--- src/rtl/hearts_pkg.sv ---
// Shared definitions for the player hearts / invincibility controller:
// state encoding and default tuning values.
package hearts_pkg;

  typedef enum logic [1:0] {
    ALIVE = 2'd0,
    INV   = 2'd1,
    DEAD  = 2'd2
  } hearts_state_t;

  localparam int DEF_MAX_HEARTS   = 3;
  localparam int DEF_INV_FRAMES   = 120;
  localparam int DEF_BLINK_FRAMES = 8;

endpackage

--- src/rtl/hearts_ctrl_frame_timer.sv ---
// 8-bit loadable down-counter advanced by frame ticks; holds at zero and
// reports it through the zero flag.
module frame_timer (
  input  logic       clk,
  input  logic       reset_n,
  input  logic       clear,
  input  logic       load,
  input  logic [7:0] load_value,
  input  logic       tick,
  output logic       zero
);

  logic [7:0] count;

  // Clear wins over load, load wins over a tick; a tick at zero is ignored.
  always_ff @(posedge clk or negedge reset_n) begin
    if (!reset_n) begin
      count <= 8'd0;
    end else if (clear) begin
      count <= 8'd0;
    end else if (load) begin
      count <= load_value;
    end else if (tick && (count != 8'd0)) begin
      count <= count - 8'd1;
    end
  end

  assign zero = (count == 8'd0);

endmodule

--- src/rtl/hearts_ctrl.sv ---
// Player hearts controller: hit/heal bookkeeping, post-hit invincibility
// window with sprite blinking, and game-over handling.
import hearts_pkg::*;

module hearts_ctrl #(
  parameter int MAX_HEARTS   = DEF_MAX_HEARTS,
  parameter int INV_FRAMES   = DEF_INV_FRAMES,
  parameter int BLINK_FRAMES = DEF_BLINK_FRAMES
) (
  input  logic       clk,
  input  logic       reset_n,
  input  logic       frame_tick,
  input  logic       hit,
  input  logic       heal,
  input  logic       new_game,
  output logic [1:0] num_hearts,
  output logic       hearts_visible,
  output logic       invincible,
  output logic       game_over
);

  localparam logic [1:0] MAX_H      = 2'(MAX_HEARTS);
  localparam logic [7:0] INV_LOAD   = 8'(INV_FRAMES);
  localparam logic [7:0] BLINK_LAST = 8'(BLINK_FRAMES - 1);

  hearts_state_t state, state_n;
  logic [1:0]    hearts_n;
  logic [7:0]    blink_count, blink_n;
  logic          visible_n;
  logic          timer_clear, timer_load, timer_tick, timer_zero;

  frame_timer u_inv_timer (
    .clk        (clk),
    .reset_n    (reset_n),
    .clear      (timer_clear),
    .load       (timer_load),
    .load_value (INV_LOAD),
    .tick       (timer_tick),
    .zero       (timer_zero)
  );

  assign timer_tick = frame_tick && (state == INV) && !new_game;

  always_ff @(posedge clk or negedge reset_n) begin
    if (!reset_n) begin
      state          <= ALIVE;
      num_hearts     <= MAX_H;
      blink_count    <= 8'd0;
      hearts_visible <= 1'b1;
      invincible     <= 1'b0;
      game_over      <= 1'b0;
    end else begin
      state          <= state_n;
      num_hearts     <= hearts_n;
      blink_count    <= blink_n;
      hearts_visible <= visible_n;
      invincible     <= (state_n == INV);
      game_over      <= (state_n == DEAD);
    end
  end

  // new_game overrides everything; a hit acted on in ALIVE swallows any heal.
  always_comb begin
    state_n     = state;
    hearts_n    = num_hearts;
    blink_n     = blink_count;
    visible_n   = hearts_visible;
    timer_clear = 1'b0;
    timer_load  = 1'b0;

    if (new_game) begin
      state_n     = ALIVE;
      hearts_n    = MAX_H;
      blink_n     = 8'd0;
      visible_n   = 1'b1;
      timer_clear = 1'b1;
    end else begin
      case (state)
        ALIVE: begin
          visible_n = 1'b1;
          if (hit) begin
            if (num_hearts > 2'd1) begin
              hearts_n   = num_hearts - 2'd1;
              state_n    = INV;
              timer_load = 1'b1;
              blink_n    = 8'd0;
            end else begin
              hearts_n = 2'd0;
              state_n  = DEAD;
            end
          end else if (heal && (num_hearts < MAX_H)) begin
            hearts_n = num_hearts + 2'd1;
          end
        end

        INV: begin
          if (heal && (num_hearts < MAX_H)) begin
            hearts_n = num_hearts + 2'd1;
          end
          // The timer reached zero on an earlier tick; leave INV now.
          if (timer_zero) begin
            state_n   = ALIVE;
            blink_n   = 8'd0;
            visible_n = 1'b1;
          end else if (frame_tick) begin
            if (blink_count == BLINK_LAST) begin
              blink_n   = 8'd0;
              visible_n = !hearts_visible;
            end else begin
              blink_n = blink_count + 8'd1;
            end
          end
        end

        DEAD: begin
          hearts_n  = 2'd0;
          visible_n = 1'b1;
        end

        default: begin
          state_n   = ALIVE;
          blink_n   = 8'd0;
          visible_n = 1'b1;
        end
      endcase
    end
  end

endmodule

--- config.mk ---
export PLATFORM = sky130hd
export DESIGN_NAME = hearts_ctrl
export DESIGN_NICKNAME = d
export VERILOG_FILES = /design/src/rtl/hearts_pkg.sv /design/src/rtl/hearts_ctrl_frame_timer.sv /design/src/rtl/hearts_ctrl.sv
export SDC_FILE = /design/constraint.sdc
export NUM_CORES = 1
export LEC_CHECK = 0
export BUFFER_PORTS_ARGS = -buffer_cell sky130_fd_sc_hd__buf_2
export CAP_MARGIN = 20
export CORE_AREA = 2 2 57 59
export DETAILED_ROUTE_END_ITERATION = 6
export DIE_AREA = 0 0 59 61
export PLACE_DENSITY = 0.82
export SLEW_MARGIN = 25
export SYNTH_ARGS = -nofsm -noshare
export SYNTH_HDL_FRONTEND = slang
export SYNTH_HIERARCHICAL = 1
export SYNTH_SLANG_ARGS = --single-unit
--- constraint.sdc ---
create_clock -name clk -period 2.3 [get_ports clk]
set_input_delay 0.115 -clock clk [delete_from_list [all_inputs] [get_ports clk]]
set_output_delay 0.115 -clock clk [all_outputs]
set_load 0.05 [all_outputs]
======== Word level (Yosys, flattened, before mapping) ========
Index checks and enable logic that the tools add are counted.
word-level totals
  register bits ........................... 23
  bits in latches ......................... 0
  bits in writable memories ............... 0
  bits in read-only memories .............. 0
  bits of input ports ..................... 6
  output and inout port bits .............. 5
  logic and storage cells ................. 66
  memories ................................ 0
cells by class
  add/subtract/negate cells ............... 4
  multipliers ............................. 0
  div/mod/pow operators ................... 0
  $lt $le $gt $ge ......................... 2
  equality and inequality tests ........... 10
  shifts and indexed selects .............. 0
  mux-type cells .......................... 30
  bitwise logic cells ..................... 0
  reduce and logical (&&, ||, !) cells .... 13
operators with widths
  kind                   count
  $mux W8                9
  $pmux W8 S3            1
  $mux W2                8
  $pmux W2 S3            2
  $mux W1                10
  $add A8 B1 Y8 const B  1
  $eq A8 B3 Y1 const B   1
  $logic_not A8 Y1       1
  $reduce_bool A8 Y1     1
  $sub A8 B1 Y8 const B  1
  $ne A3 B3 Y1 const B   2
  $eq A2 B1 Y1 const B   2
  $eq A2 B2 Y1 const B   2
  $logic_and A1 B1 Y1    4
  $ne A4 B3 Y1 const B   1
  $ne A4 B4 Y1 const B   1
  $reduce_and A4 Y1      1
  $reduce_bool A4 Y1     1
  $reduce_bool A3 Y1     1
  $add A2 B1 Y2 const B  1
  $gt A2 B1 Y1 const B   1
  $logic_not A1 Y1       2
  $logic_not A2 Y1       1
  $lt A2 B2 Y1 const B   1
  other kinds (3)        3

======== Logic depth before layout (Yosys ltp) ========
  depth in word-level cells ............... 7
  gate-level depth with buffers ........... 9
  mapped depth without buffers ............ 9

======== Cells and area by module ========
The synthesis kept the hierarchy.
by module, submodules not included
  module       instances  cells an instance  area an instance (µm²)  seq. area each (µm²)
  hearts_ctrl  1          103                1,008.5                 379.1
  frame_timer  1          61                 555.5                   200.2

======== Least setup slack after synthesis ========
Ideal clock, no wire load.
  path type ............................... flip-flop to flip-flop
  start point ............................. register u_inv_timer.count[0]
  end point ............................... register blink_count[7]
  setup time .............................. 0.078 ns
  arrival time ............................ 2.084 ns
  data required time ...................... 2.222 ns
  setup slack ............................. 0.139 ns
  cell stages (with the launch flop) ...... 10
  path buffers ............................ 0
  clock period less this slack ............ 2.161 ns
  path through ............................ dfrtp_1 > inv_1 > ha_1 > nor4b_2 > nand2_1 > inv_1 > nor4b_2 > a211o_1 > or3_1 > a21oi_1
on the way
  word-level cells in the longest chain between the ends .. 4
  elaborated cells on any way between the ends .. 6
  those cells by class .................... eq/ne: 1; mux: 3; reduce/logical: 2
RTL lines
  item                      RTL line                       RTL
  start: declaration        hearts_ctrl_frame_timer.sv:13  logic [7:0] count;
  start signal: assignment  hearts_ctrl_frame_timer.sv:22  count <= load_value;
  start signal: assignment  hearts_ctrl_frame_timer.sv:24  count <= count - 8'd1;
  $logic_not A8 Y1 *        hearts_ctrl_frame_timer.sv:28  assign zero = (count == 8'd0);
  via timer_zero            hearts_ctrl.sv:30              logic timer_clear, timer_load, timer_tick, timer_zero;
  $mux W8                   hearts_ctrl.sv:101             if (timer_zero) begin
  $pmux W8 S3               hearts_ctrl.sv:78              case (state)
  $mux W8                   hearts_ctrl.sv:71              if (new_game) begin
  end signal: assignment    hearts_ctrl.sv:55              blink_count <= blink_n;
  end: declaration          hearts_ctrl.sv:28              logic [7:0] blink_count, blink_n;
The timed path passes the listed nets; every way through them passes the cells marked *.
A chain may end at the register's enable or synchronous reset.

======== Worst setup path after layout ========
Same ends and word-level chain as after synthesis.

==> impl_metrics.csv <==
group,metric,value,unit
layout,final_cell_mix,"dfrtp_1, nand2_1",
synth,synthXorXnorAreaFrac,3.92,%
layout,layout.nets,204,
placed_design,place_area,1700,um^2
critical_path,start_kind,"flop",
synth,yosysWarningCount,6,
layout,final_cell_area,1750,um^2
synth,synthAdderAreaFrac,8.00,%
global_route,grt_pass1_vias,1278,
min_path,hold_path_class,"in -> reg",
power_and_ir_drop,leakagePower,0.792,nW
global_route,grt_max_degree,24,
synth,ys_ff_latch,23,
timing,period_needed,2110,ps
detailed_routing,wl,3290,um
timing,worst_slack,190,ps
floorplan,start_util,53.0,%
timing,fin_worst_skew,8.29,ps
synth,synth_top_family_by_area,"simple AND/OR/NAND/NOR gates",
clock_network,cts-root-buf,"clkbuf_4",
floorplan,fp.dieW,59,um
clock_network,cts.sinks,23,
synth,async_flop_share,100,%
synth,synth_cells,164,
critical_path,critPathKind,"reg -> reg",
synth,ys.flop_type,"dfrtp_1",
power_and_ir_drop,powerDensity,971,nW/um^2
critical_path,critPathRequiredTime,2550,ps
detailed_routing,drcViolationCount,0,
layout,drive_gt1_share,20.9,%
placed_design,place_congestion,0.886,
global_route,grt_antenna_before_repair,0,
timing,slew_viol_final,0,
timing,fin_crit_sh,91.7,%
floorplan,rows,20,
floorplan,die_h,61,um
detailed_routing,routedWlPerCell,15.0,um
clock_network,cts_tree,"yes",
detailed_routing,vias,1286,
synth,syn_area,1560,um^2
synth,syn_avg_cell_area,9.54,um^2
clock_network,numCtsBuffers,3,
synth,synth_compound_area_share,18.9,%
synth,synth_edf_count,0,
status,outcome,"completed",
floorplan,dieArea,3600,um^2
placed_design,port-buffer-count,10,
layout,diodes,0,
run,maxCapViolCount,0,
synth,seq_area_frac_synth,37.0,%
clock_network,h-tree-depth,1,
critical_path,crit_buf_inv,2,
critical_path,critPathTopFamily,"simple AND/OR/NAND/NOR gates",
critical_path,cp_slowest_cell,"dfrtp_1",
floorplan,core,2950,um^2
critical_path,cp_data_arrival_time,2360,ps
clock_network,cts_buffer_depth,2,
placed_design,post-dp-hpwl,2460,um
floorplan,io_pins,11,
detailed_routing,drt_pass1_iterations,4,
synth,yosysUniqueCellTypes,51,
timing,timing.hold.ws,217,ps
power_and_ir_drop,peakVddDrop,0.712,mV
timing,tns,0,ps
critical_path,path_max_fanout,5,
global_route,grt_pass1_wl,5710,um
critical_path,endpoint_kind,"flop",
detailed_routing,routed_via_density,5.85,
critical_path,r2r_slack,190,ps
timing,max_freq,0.474,GHz
clock_network,clkSlewWorstSetupHoldPaths,130,ps
critical_path,path_cells,"inv_1, ha_1, nor4b_4, nand2_1, inv_2, nor4b_2, a211o_1, or3_1, a21oi_1",
clock_network,clk_latency,310,ps
placed_design,pre_cts_slack,146,ps
synth,synth_simple_gate_area_share,25.9,%
detailed_routing,postRouteAntennaNets,0,
timing,tightest_slew,517,ps
timing,rsz0062_at_grt,"no",
layout,syn2layout_area_growth,11.6,%
timing,relSlewSlack,65.5,%
layout,layout_commonest_cell,"dfrtp_1",
critical_path,cpPeakStageDelay,420,ps
detailed_routing,drt_iter0_markers,33,
timing,setup_viol_count_final,0,
synth,synth_mux_area_share,2.16,%
timing,finalHoldViolations,0,
global_route,grt_overflow,0,
global_route,grt_usage,20.9,%
-- synth_stat cells (2+ instances only) --
cell type  instances  area (um^2)
nor3_1             5         25.0
xor2_1             2         17.5
xnor2_1            5         43.8
nand2_1           11         41.3
or3_1              2         12.5
nor4_1             3         18.8
a211oi_1           8         60.1
nor4b_2            3         45.0
a41oi_1            2         17.5
o31ai_1            3         22.5
and2b_4            2         20.0
a21oi_1            8         40.0
ha_1              10          125
conb_1             2         7.51
a211oi_2           2         25.0
dfrtp_1           20          500
inv_1             11         41.3
nor2_1            10         37.5
nor2b_1            4         25.0
nand4_1            2         12.5
nor3b_1            2         15.0
dfstp_2            3         78.8
and3b_1            2         17.5
and3_1             3         18.8
o21ai_0            8         40.0
nand3_1            4         20.0
mux2_2             3         33.8
-- layout make-up --
| cell class | count | area [um^2] |
|---|---|---|
| inverter | 11 | 41.3 |
| clock buffer | 4 | 26.3 |
| timing repair buffer | 16 | 97.6 |
| fill | 259 | 1210 |
| sequential | 23 | 579 |
| multi-input combinational | 133 | 960 |
| tap | 33 | 41.3 |
-- cells by family after synthesis --
group                    after synthesis
AND/OR/NAND/NOR                       64
AO/OA/AOI/OAI                         41
flip-flops                            23
buffers and inverters                 14
adder cells (fa/ha/maj)               10
XOR/XNOR                               7
multiplexers                           3
other                                  2
-- routing by layer --
metal / global-route usage [%] / up-vias / routed length, um
li1: - / 641 / -
met2: 38.3 / 22 / 1740
met4: 7.14 / 0 / 26
met1: 25.4 / 619 / 1440
met5: 0 / - / 0
met3: 2.56 / 4 / 83
-- sequential cells by signal, summed over array words and instances, names as in the netlist --
name,flops
blink_count,8
hearts_visible,1
invincible,1
state,2
game_over,1
u_inv_timer/count,8
num_hearts,2
-- path summary, 6_finish.rpt --
check | from | end | cells past startpoint
max | u_inv_timer/count[0] | blink_count[7] | 9
min | frame_tick | hearts_visible | 4
max reg2reg | u_inv_timer/count[0] | blink_count[7] | 9
min reg2reg | blink_count[0] | blink_count[0] | 1
max in group asynchronous | reset_n | hearts_visible | 2
min in group asynchronous | reset_n | blink_count[5] | 2
-- tightest hold or removal path: stages --
cell and delay, ps:
buf_2 120, nand3_1 120, xor2_1 80, nand2_1 60
-- report_power, final --
part           switching, W  leakage, nW  total (W)  internal, W
clock network      0.000119       0.0150   0.000186    0.0000676
logic              0.000530        0.471   0.000914     0.000384
registers          0.000105        0.306   0.000595     0.000490
-- timing repair --
action / CTS / global route
gates resized for setup: 0 / 2
setup buffers: 0 / 0
hold buffers: 1 / 0
endpoints found under the hold margin: 20 / 0
setup endpoints to repair: 0 / 6
-- through the flow --
stage | total power [W] | cells | util, %
floorplan | 0.00125 | 170 | -
global placement | 0.00142 | 215 | 57.6
detailed placement | 0.00149 | 215 | 57.6
CTS | 0.00167 | 220 | 58.8
global route | 0.00183 | 220 | 59.1
finish | 0.00170 | 220 | 59.1
No activity file was read; power rests on OpenSTA's default activity.
